`config.mk`:
```
export PLATFORM = sky130hd
export DESIGN_NAME = pc_sequencer
export DESIGN_NICKNAME = d
export VERILOG_FILES = /design/src/rtl/pc_sequencer.sv
export SDC_FILE = /design/constraint.sdc
export NUM_CORES = 1
export LEC_CHECK = 0
export ABC_AREA = 1
export CAP_MARGIN = 0
export CORE_MARGIN = 2
export CORE_UTILIZATION = 50
export CTS_CLUSTER_SIZE = 14
export DETAILED_ROUTE_END_ITERATION = 10
export GPL_ROUTABILITY_DRIVEN = 1
export GPL_TIMING_DRIVEN = 0
export PLACE_DENSITY_LB_ADDON = 0.2
export SYNTH_ARGS = -nofsm -noshare
export SYNTH_HDL_FRONTEND = slang
export SYNTH_SLANG_ARGS = --single-unit
```
`constraint.sdc`:
```
create_clock -name clk -period 2.58 [get_ports clk]
set_input_delay 0.516 -clock clk [delete_from_list [all_inputs] [get_ports clk]]
set_output_delay 0.516 -clock clk [all_outputs]
set_load 0.05 [all_outputs]
```
`src/rtl/pc_sequencer.sv`:
```
// pc_sequencer -- program counter sequencer with IDLE / RUN / HALT control.
//
// Purpose:
//   Steps a program counter through instruction memory. It supports absolute
//   jumps through an external jump-target lookup table, a stall hold and an
//   end-of-program halt. It also counts retired instructions, saturating at
//   16'hFFFF.
//
// Ports:
//   clk       in   1   clock; all state updates on the rising edge
//   reset     in   1   asynchronous active-high reset
//   start     in   1   begin execution at START_ADDR (ignored while running)
//   stall     in   1   hold PC and counter this cycle (RUN only)
//   halt      in   1   current instruction ends the program (RUN only)
//   branch    in   1   jump to target this cycle (RUN only)
//   lut_idx   in   4   jump-table index from the decoder
//   lut_addr  out  4   index to the lookup table, combinational copy of lut_idx
//   target    in   D   jump address returned by the lookup table
//   prog_ctr  out  D   current instruction address (registered)
//   running   out  1   high while in RUN (registered)
//   done      out  1   high while in HALT (registered)
//   instr_cnt out  16  instructions retired since the last start (registered)

module pc_sequencer #(
    parameter int unsigned D          = 10,
    parameter int unsigned START_ADDR = 0
) (
    input  logic         clk,
    input  logic         reset,
    input  logic         start,
    input  logic         stall,
    input  logic         halt,
    input  logic         branch,
    input  logic [3:0]   lut_idx,
    output logic [3:0]   lut_addr,
    input  logic [D-1:0] target,
    output logic [D-1:0] prog_ctr,
    output logic         running,
    output logic         done,
    output logic [15:0]  instr_cnt
);

    localparam logic [D-1:0] START_PC = D'(START_ADDR);
    localparam logic [D-1:0] PC_ONE   = {{(D-1){1'b0}}, 1'b1};

    typedef enum logic [1:0] {
        ST_IDLE = 2'd0,
        ST_RUN  = 2'd1,
        ST_HALT = 2'd2
    } state_t;

    state_t       state_r;
    state_t       state_nxt_s;
    logic [D-1:0] pc_r;
    logic [D-1:0] pc_nxt_s;
    logic [15:0]  cnt_r;
    logic [15:0]  cnt_nxt_s;
    logic [15:0]  cnt_inc_s;
    logic         running_r;
    logic         done_r;

    // The lookup table is addressed directly so target returns in the same cycle.
    assign lut_addr = lut_idx;

    // Saturating increment of the retired-instruction counter.
    always_comb begin
        cnt_inc_s = cnt_r;
        if (cnt_r == 16'hFFFF) begin
            cnt_inc_s = cnt_r;
        end else begin
            cnt_inc_s = cnt_r + 16'd1;
        end
    end

    // Next-state, next-PC and next-count selection (stall > halt > branch > step).
    always_comb begin
        state_nxt_s = state_r;
        pc_nxt_s    = pc_r;
        cnt_nxt_s   = cnt_r;
        case (state_r)
            ST_IDLE, ST_HALT: begin
                if (start) begin
                    state_nxt_s = ST_RUN;
                    pc_nxt_s    = START_PC;
                    cnt_nxt_s   = 16'd0;
                end else begin
                    state_nxt_s = state_r;
                    pc_nxt_s    = pc_r;
                    cnt_nxt_s   = cnt_r;
                end
            end
            ST_RUN: begin
                if (stall) begin
                    state_nxt_s = ST_RUN;
                    pc_nxt_s    = pc_r;
                    cnt_nxt_s   = cnt_r;
                end else if (halt) begin
                    // The halting instruction retires but the PC stays on it.
                    state_nxt_s = ST_HALT;
                    pc_nxt_s    = pc_r;
                    cnt_nxt_s   = cnt_inc_s;
                end else if (branch) begin
                    state_nxt_s = ST_RUN;
                    pc_nxt_s    = target;
                    cnt_nxt_s   = cnt_inc_s;
                end else begin
                    // Natural D-bit overflow gives the wrap from 2^D-1 to 0.
                    state_nxt_s = ST_RUN;
                    pc_nxt_s    = pc_r + PC_ONE;
                    cnt_nxt_s   = cnt_inc_s;
                end
            end
            default: begin
                state_nxt_s = ST_IDLE;
                pc_nxt_s    = START_PC;
                cnt_nxt_s   = 16'd0;
            end
        endcase
    end

    // State, PC, counter and status-flag registers; flags are decoded from the next state.
    always_ff @(posedge clk or posedge reset) begin
        if (reset) begin
            state_r   <= ST_IDLE;
            pc_r      <= START_PC;
            cnt_r     <= 16'd0;
            running_r <= 1'b0;
            done_r    <= 1'b0;
        end else begin
            state_r   <= state_nxt_s;
            pc_r      <= pc_nxt_s;
            cnt_r     <= cnt_nxt_s;
            running_r <= (state_nxt_s == ST_RUN);
            done_r    <= (state_nxt_s == ST_HALT);
        end
    end

    assign prog_ctr  = pc_r;
    assign instr_cnt = cnt_r;
    assign running   = running_r;
    assign done      = done_r;

endmodule

```
# --- Word level (Yosys, flattened, before mapping) ---
# Index checks and enable logic that the tools add are counted.
totals:
  output_inout_bits: 32
  inputBits: 20
  regBits: 30
classes:
  n_reduce_logical: 4
  muxes: 13
  n_eq_ne: 9
  n_addsub: 2
op_table:
  columns: ["cell", "n"]
  rows:
  - ["$mux W16", 3]
  - ["$mux W10", 4]
  - ["$pmux W16 S2", 1]
  - ["$pmux W10 S2", 1]
  - ["$add A16 B1 Y16 const B", 1]
  - ["$eq A16 B16 Y1 const B", 1]
  - ["$add A10 B1 Y10 const B", 1]
  - ["$ne A2 B2 Y1 const B", 4]
  - ["$mux W2", 3]
  - ["$reduce_and A3 Y1", 2]
  - ["$eq A2 B1 Y1 const B", 2]
  - ["$eq A2 B2 Y1 const B", 2]
  - ["$pmux W2 S2", 1]
  - ["$logic_not A2 Y1", 1]
  - ["$reduce_or A2 Y1", 1]

# --- Longest topological paths before layout ---
# Gate-level depths: netlist of run 1.
logic_depth:
  word_depth: 5
  ltp_mapped: 10
  depth_no_buf: 10

# --- Least setup slack after synthesis of run 1 ---
# No wires, ideal clock.
synth_path:
  kind: "register to register"
  start: "register cnt_r[0], in the netlist instr_cnt[0]"
  end: "register cnt_r[0], in the netlist instr_cnt[0]"
  setup_slack_ps: 712
  synth_period_minus_slack_ps: 1868
  path_stages_with_launch: 11
  t_arrival_ps: 1790
  n_path_buf: 1
  required_time_ps: 2502
  cell_sequence: "dfrtp_1 > ha_1 > nand2_2 > nor2_2 > nand2_2 > nor2_4 > nand2_4 > nand2_8 > buf_8 > nand2_1 > o21ai_2"
synth_between:
  elab_chain_len: 4
  word_cells_on_any_way: 7
  classes_between: "add/sub: 1; eq/ne: 2; mux: 3; reduce/logical: 1"
synth_rtl:
  columns: ["item", "line_no", "text"]
  rows:
  - ["start: declaration", "56", "logic [15:0] cnt_r;"]
  - ["start signal: assignment", "132", "cnt_r <= cnt_nxt_s;"]
  - ["$add A16 B1 Y16", "71", "cnt_inc_s = cnt_r + 16'd1;"]
  - ["$mux W16", "68", "if (cnt_r == 16'hFFFF) begin"]
  - ["$mux W16", "93", "if (stall) begin"]
  - ["$pmux W16 S2", "80", "case (state_r)"]
# Several ways; a longest one is shown, not always the timed one. The select of a mux whose other input is x is not followed.
# A chain may end at the register's enable or synchronous reset.

# --- Worst setup path after layout of run 1 ---
layout_path:
  start: "register cnt_r[13], in the netlist instr_cnt[13]"
  end: "output port instr_cnt[13]"
layout_rtl:
  columns: ["item", "line_no", "text"]
  rows:
  - ["end: declaration", "40", "output logic [15:0] instr_cnt"]
# No word-level cell between the ends.

==> flow_summary.json, run 1 <==
{
  "status": "finished clean",
  "fin_tns_setup_ns": 0,
  "nets": 327,
  "synth_top_area_cell": "dfrtp_1",
  "drt_wl_total_um": 4212,
  "min_period_over_period": 0.8283,
  "synth-seq-cells": 30,
  "postSynthCellCount": 251,
  "grt_pass1_wl_um": 7210,
  "post_cts_buffers": 0,
  "placed_cell_area_mm2": 0.002404,
  "critPathLaunchType": "flip-flop",
  "crit_path_cell_trace": "clkdlybuf4s50_1",
  "rsz0062_at_grt": "no",
  "track_usage": 0.2174,
  "switchingPower_mw": 0.9697,
  "setup_viol": 0,
  "fin_crit_ns": 2.137,
  "hold_path_depth": 2,
  "cts_made_buffers": 5,
  "swShare": 0.4660,
  "area_delta_synth_final_pct": 33.20,
  "wl_per_cell_um": 11.90,
  "num_vias": 1768,
  "grt_max_degree": 31,
  "hp-start": "prog_ctr[9]$_DFFE_PP0P_",
  "path_buf_inv": 1,
  "p_int_mw": 1.111,
  "dieArea_mm2": 0.004252,
  "critPathArrivalTime_ns": 1.62,
  "drv_slew": 0,
  "synthDistinctLibCells": 31,
  "clock_latency_ns": 0.29,
  "ant_nets": 0,
  "start_util": 0.5155,
  "globalplace.congestion": 0.9129,
  "worstMarginPinSlew_ns": 1.125,
  "worstPathRequired_ns": 2.06,
  "synthTopCellsByArea": "dfrtp_1 (40%), nand2_1 (17%), nor2_1 (5.8%), o21ai_0 (4.5%), nand3_1 (4.3%)",
  "power_frac_clock": 0.191,
  "routed_via_density": 4.994,
  "drt_iter0_markers": 107,
  "endpoint_kind": "primary output",
  "ctsHoldBuffers": 0,
  "pwr_density_cell_mw_per_mm2": 834.1,
  "dp.cells": 346,
  "slowest_delay_ns": 0.85,
  "root_buffer": "clkbuf_8",
  "antenna_cells": 0,
  "cts_resized": 0,
  "clock_skew_ns": 0.004832,
  "core-area_mm2": 0.003633,
  "clock_sinks": 30,
  "antenna_found_initial": 0,
  "drive_above_1_share": 0.1046,
  "cp_slowest_cell": "clkdlybuf4s50_1",
  "r2r_cells": 8,
  "clk_pin_slew_ns": 0.07,
  "drc": 0,
  "worst-setup-path-type": "flip-flop to primary output",
  "worst-path-max-fanout": 7,
  "hold_viol": 0,
  "final_area_mm2": 0.002495,
  "max_freq_mhz": 468.0,
  "cts_buffer_depth": 2,
  "startpoint": "instr_cnt[13]$_DFFE_PP0P_",
  "pwr-share-comb": 0.478,
  "r2r_end": "instr_cnt[10]$_DFFE_PP0P_",
  "fin_hold_ws_ns": 0.5287,
  "place.port_buffers": 47,
  "holdCritPathClass": "flip-flop to flip-flop",
  "die_w_um": 65.21,
  "total_leakage_power_nw": 1.068,
  "grt_pass1_vias": 1706,
  "critical-path-top-delay-family": "buffers and inverters",
  "drv_cap": 0,
  "num_rows": 22,
  "synth_warnings": 0,
  "power_mw": 2.081,
  "fin_cells": 354,
  "dp_hpwl_um": 3096,
  "syn_nets": 273,
  "irDropWorstVdd_v": 0.0004945,
  "synth_top_area_share": 0.4008,
  "p_seq_frac": 0.331,
  "netlist_area_mm2": 0.001873,
  "grt_overflow": 0,
  "ioPinCount": 52,
  "h-tree-depth": 2,
  "yosysSeqAreaShare": 0.4008,
  "relSlewSlack": 0.2492,
  "firstDrtPassIters": 4,
  "die_h_um": 65.21,
  "hold_end": "prog_ctr[9]$_DFFE_PP0P_",
  "reg2reg_from": "instr_cnt[0]$_DFFE_PP0P_",
  "cts_tree": "yes",
  "reg2reg_slack_ns": 0.91,
  "syn-mean-instance-area_um2": 7.462
}
[sequential cells by signal (all words and copies together) (netlist names)]
| signal | flops |
|---|---|
| prog_ctr | 10 |
| running | 1 |
| instr_cnt | 16 |
| state_r | 2 |
| done | 1 |
[routing by layer]
metal | global-route usage | routed length, um | up-vias
li1 | - | - | 912
met1 | 0.2754 | 2000 | 802
met2 | 0.3622 | 1943 | 46
met3 | 0.05137 | 213 | 8
met4 | 0.07813 | 55 | 0
met5 | 0 | 0 | -
[how the worst max path moves through the flow]
stage | endpoint | slack [ns] | depth (start not counted)
6_report | instr_cnt[13] | 0.44 | 1
3_5_place_dp | prog_ctr[7]$_DFFE_PP0P_ | 0.64 | 8
2_1_floorplan | instr_cnt[0]$_DFFE_PP0P_ | 0.71 | 10
3_3_place_gp | running$_DFF_PP0_ | 0.65 | 2
4_1_cts | instr_cnt[13] | 0.45 | 1
5_1_grt | instr_cnt[12] | 0.40 | 1
[kinds of logic after synthesis]
logic type,Yosys count,share of synthesized area
AOI/OAI and AO/OA,28,0.09085
xor gates and xnor gates,12,0.05612
buffers and inverters,27,0.06947
and+or+nand+nor,150,0.3587
muxes,2,0.01069
adders and majority gates,2,0.01336
DFF,30,0.4008
[through the flow]
step	util	setup WS [ns]
2_1_floorplan	-	0.7116
4_1_cts	0.6866	0.4543
6_report	0.6866	0.4431
5_1_grt	0.6866	0.4035
3_3_place_gp	0.6615	0.6514
3_5_place_dp	0.6615	0.6440
[synthesized netlist by cell type, drive strengths merged]
library cell / count
nand2: 89
nor2: 32
dfrtp: 30
o21ai: 23
inv: 21
nand3: 18
xor2: 9
nand4: 6
buf: 5
xnor2: 3
ha: 2
mux2i: 2
nand3b: 2
nor3: 2
o22ai: 2
a21oi: 1
clkbuf: 1
o21bai: 1
o31ai: 1
or2: 1
[power groups by stage]
stage / combinational (mW) / clock [mW] / sequential [mW]
2_1_floorplan: 0.402 / 0 / 0.976
3_3_place_gp: 0.989 / 0 / 0.691
6_report: 0.994 / 0.398 / 0.688
3_5_place_dp: 0.999 / 0 / 0.696
5_1_grt: 1.08 / 0.423 / 0.708
4_1_cts: 1.00 / 0.403 / 0.689
[layout make-up]
cell class	count	area, um^2
fillers	319	1139
multi-input cells	194	992.2
flip-flops and latches	30	750.7
repair buffers	47	470.5
clock buffers	7	86.33
inverters	21	81.33
well taps	48	60.06
plain buffers	6	48.80
clock inverters	1	5.005
[cell usage in the layout (no fill, tap or decap), drive strengths merged]
cell type / n
a21oi: 1
buf: 5
clkbuf: 8
clkdlybuf4s50: 47
clkinv: 1
dfrtp: 30
ha: 2
inv: 21
mux2i: 2
nand2: 89
nand3: 18
nand3b: 2
nand4: 6
nor2: 32
nor3: 2
o21ai: 23
o21bai: 1
o22ai: 2
o31ai: 1
or2: 1
xnor2: 3
xor2: 9
No activity file was read; power rests on OpenSTA's default activity.
==> inputs of run 2 (changes only) <==
--- a/config.mk
+++ b/config.mk
@@ -8,7 +8,7 @@
 export ABC_AREA = 1
 export CAP_MARGIN = 0
 export CORE_MARGIN = 2
-export CORE_UTILIZATION = 50
+export CORE_UTILIZATION = 43
 export CTS_CLUSTER_SIZE = 14
 export DETAILED_ROUTE_END_ITERATION = 10
 export GPL_ROUTABILITY_DRIVEN = 1
==> constraint.sdc (replaced) <==
create_clock -name clk -period 1.9 [get_ports clk]
set_input_delay 0.38 -clock clk [delete_from_list [all_inputs] [get_ports clk]]
set_output_delay 0.38 -clock clk [all_outputs]
set_load 0.05 [all_outputs]
==> run 2 against run 1 <==
Net effect: final cell count grew 1.1%; sequential power up 35%; sequential cell count did not move; routed wire length grew 0.88%; die area is 15% higher; clock-buffer cell count unchanged; non-clock buffer count unchanged; clock power grew 35%; global-route usage shrank 2.9 points; worst setup slack lost 0.41 ns; cell area fell by 0.45%.
==> flow_summary.json, run 2 (synthesis gave the netlist of run 1 again) <==
{
  "crit_path_cell_trace": "clkdlybuf4s50_1",
  "routed_via_density": 4.911,
  "drv_cap": 0,
  "endpoint": "instr_cnt[15]",
  "rsz0062_at_grt": "no",
  "antenna_cells": 0,
  "pwr-share-comb": 0.471,
  "grt_pass1_vias": 1567,
  "clock_latency_ns": 0.29,
  "h-tree-depth": 2,
  "fillCellCount": 409,
  "holdCritPathClass": "flip-flop to flip-flop",
  "worstMarginPinSlew_ns": 1.184,
  "swShare": 0.4725,
  "root_buffer": "clkbuf_8",
  "cts_made_buffers": 5,
  "critPathLaunchType": "flip-flop",
  "grt_overflow": 0,
  "path_buf_inv": 1,
  "start_util": 0.4393,
  "drt_iter0_markers": 75,
  "min_period_over_period": 0.9827,
  "reg2reg_slack_ns": 0.26,
  "post-route-util": 0.5825,
  "antenna_found_initial": 0,
  "die_w_um": 70,
  "ioPinCount": 52,
  "clock_skew_ns": 0.01002,
  "place.port_buffers": 47,
  "dieArea_mm2": 0.004900,
  "num_vias": 1758,
  "met1_length_um": 1999,
  "grt_pass1_wl_um": 7452,
  "worst-setup-path-type": "flip-flop to primary output",
  "cts_tree": "yes",
  "clk_pin_slew_ns": 0.07,
  "grt_max_degree": 31,
  "wl_per_cell_um": 11.87,
  "setup_viol": 0,
  "fin_crit_ns": 1.867,
  "total_leakage_power_nw": 1.229,
  "hold_viol": 0,
  "fin_tns_setup_ns": 0,
  "die_h_um": 70,
  "critical-path-top-delay-family": "buffers and inverters",
  "hp-start": "prog_ctr[9]$_DFFE_PP0P_",
  "slowest_delay_ns": 0.82,
  "seqCellArea_um2": 750.7,
  "drc": 0,
  "largest_reg_flops": 16,
  "dp.cells": 350,
  "final_cell_mix": "nand2_1 (84), dfrtp_1 (30), nor2_1 (29)",
  "pwr_density_cell_mw_per_mm2": 1115,
  "drt_wl_total_um": 4249,
  "relSlewSlack": 0.2100,
  "final_common_cell": "nand2_1",
  "cts_buffer_depth": 2,
  "wl_met3_um": 226,
  "met2_length_um": 1971,
  "power_mw": 2.770,
  "critPathArrivalTime_ns": 1.49,
  "r2r_end": "instr_cnt[10]$_DFFE_PP0P_",
  "switchingPower_mw": 1.309,
  "num_rows": 24,
  "reg2reg_from": "instr_cnt[0]$_DFFE_PP0P_",
  "worstPathRequired_ns": 1.52,
  "cp_slowest_cell": "clkdlybuf4s50_1",
  "p_int_mw": 1.461,
  "multiInputGateArea_um2": 992.2,
  "fin_cells": 358,
  "status": "finished clean",
  "drv_slew": 0,
  "clock_sinks": 30,
  "firstDrtPassIters": 4,
  "r2r_cells": 6,
  "startpoint": "instr_cnt[15]$_DFFE_PP0P_",
  "power_frac_clock": 0.194,
  "drive_above_1_share": 0.1046,
  "crit_cells": 1,
  "core-area_mm2": 0.004264,
  "globalplace.congestion": 0.8283,
  "max_freq_mhz": 535.6,
  "area_delta_synth_final_pct": 32.60,
  "nets": 327,
  "p_seq_frac": 0.335,
  "post_cts_buffers": 0,
  "top_layer_used": "met4",
  "worst-path-max-fanout": 4,
  "irDropWorstVdd_v": 0.0007243,
  "ant_nets": 0,
  "endpoint_kind": "primary output",
  "track_usage": 0.1880,
  "dp_hpwl_um": 3064
}
## run 2: cell count changes in the layout (fill, tap and decap cells not counted)
| cell | previous run | this run |
|---|---|---|
| dlymetal6s2s_1 | 0 | 4 |
| dlygate4sd2_1 | 0 | 21 |
| clkdlybuf4s50_1 | 47 | 22 |
## run 2: metrics by stage
stage,hold WS [ns],worst slack (ns),instance area (um^2)
after floorplan,0.4708,0.03161,1873
after global placement,0.5138,0.06635,2409
after detailed placement,0.5148,0.03472,2409
after CTS,0.5315,0.001749,2474
after global routing,0.5516,0.001844,2484
final,0.5268,0.03292,2484
## run 2: layout make-up
cell class,instances,area share
tap,52,0.02620
buffer,6,0.01965
multi-input combinational,194,0.3995
timing repair buffer,47,0.1829
clock inverter,1,0.002015
clock buffer,7,0.03476
inverter,21,0.03275
sequential,30,0.3023
## run 2: how the worst min path moves through the flow
stage / endpoint / slack, ns / cells after the start
finish: prog_ctr[9]$_DFFE_PP0P_ / 0.53 / 2
global route: state_r[0]$_DFF_PP0_ / 0.55 / 1
CTS: running$_DFF_PP0_ / 0.53 / 1
detailed placement: prog_ctr[9]$_DFFE_PP0P_ / 0.51 / 2
global placement: prog_ctr[9]$_DFFE_PP0P_ / 0.51 / 2
floorplan: done$_DFF_PP0_ / 0.47 / 1
## run 2: per-layer routing
metal  up-vias  track usage
met3         6      0.05051
met2        33       0.3037
met4         0      0.05128
li1        914            -
met5         -            0
met1       805       0.2493
## run 2: repair_timing
action | CTS | global route
hold buffers | 0 | 0
gates resized for setup | 21 | 4
setup endpoints to repair | 21 | 4
## run 2: power groups by stage
stage	clock, mW	combinational [mW]	sequential [mW]
after CTS	0.552	1.32	0.928
after detailed placement	0	1.36	0.943
after global routing	0.581	1.41	0.955
final	0.538	1.30	0.928
after global placement	0	1.35	0.937
after floorplan	0	0.546	1.33
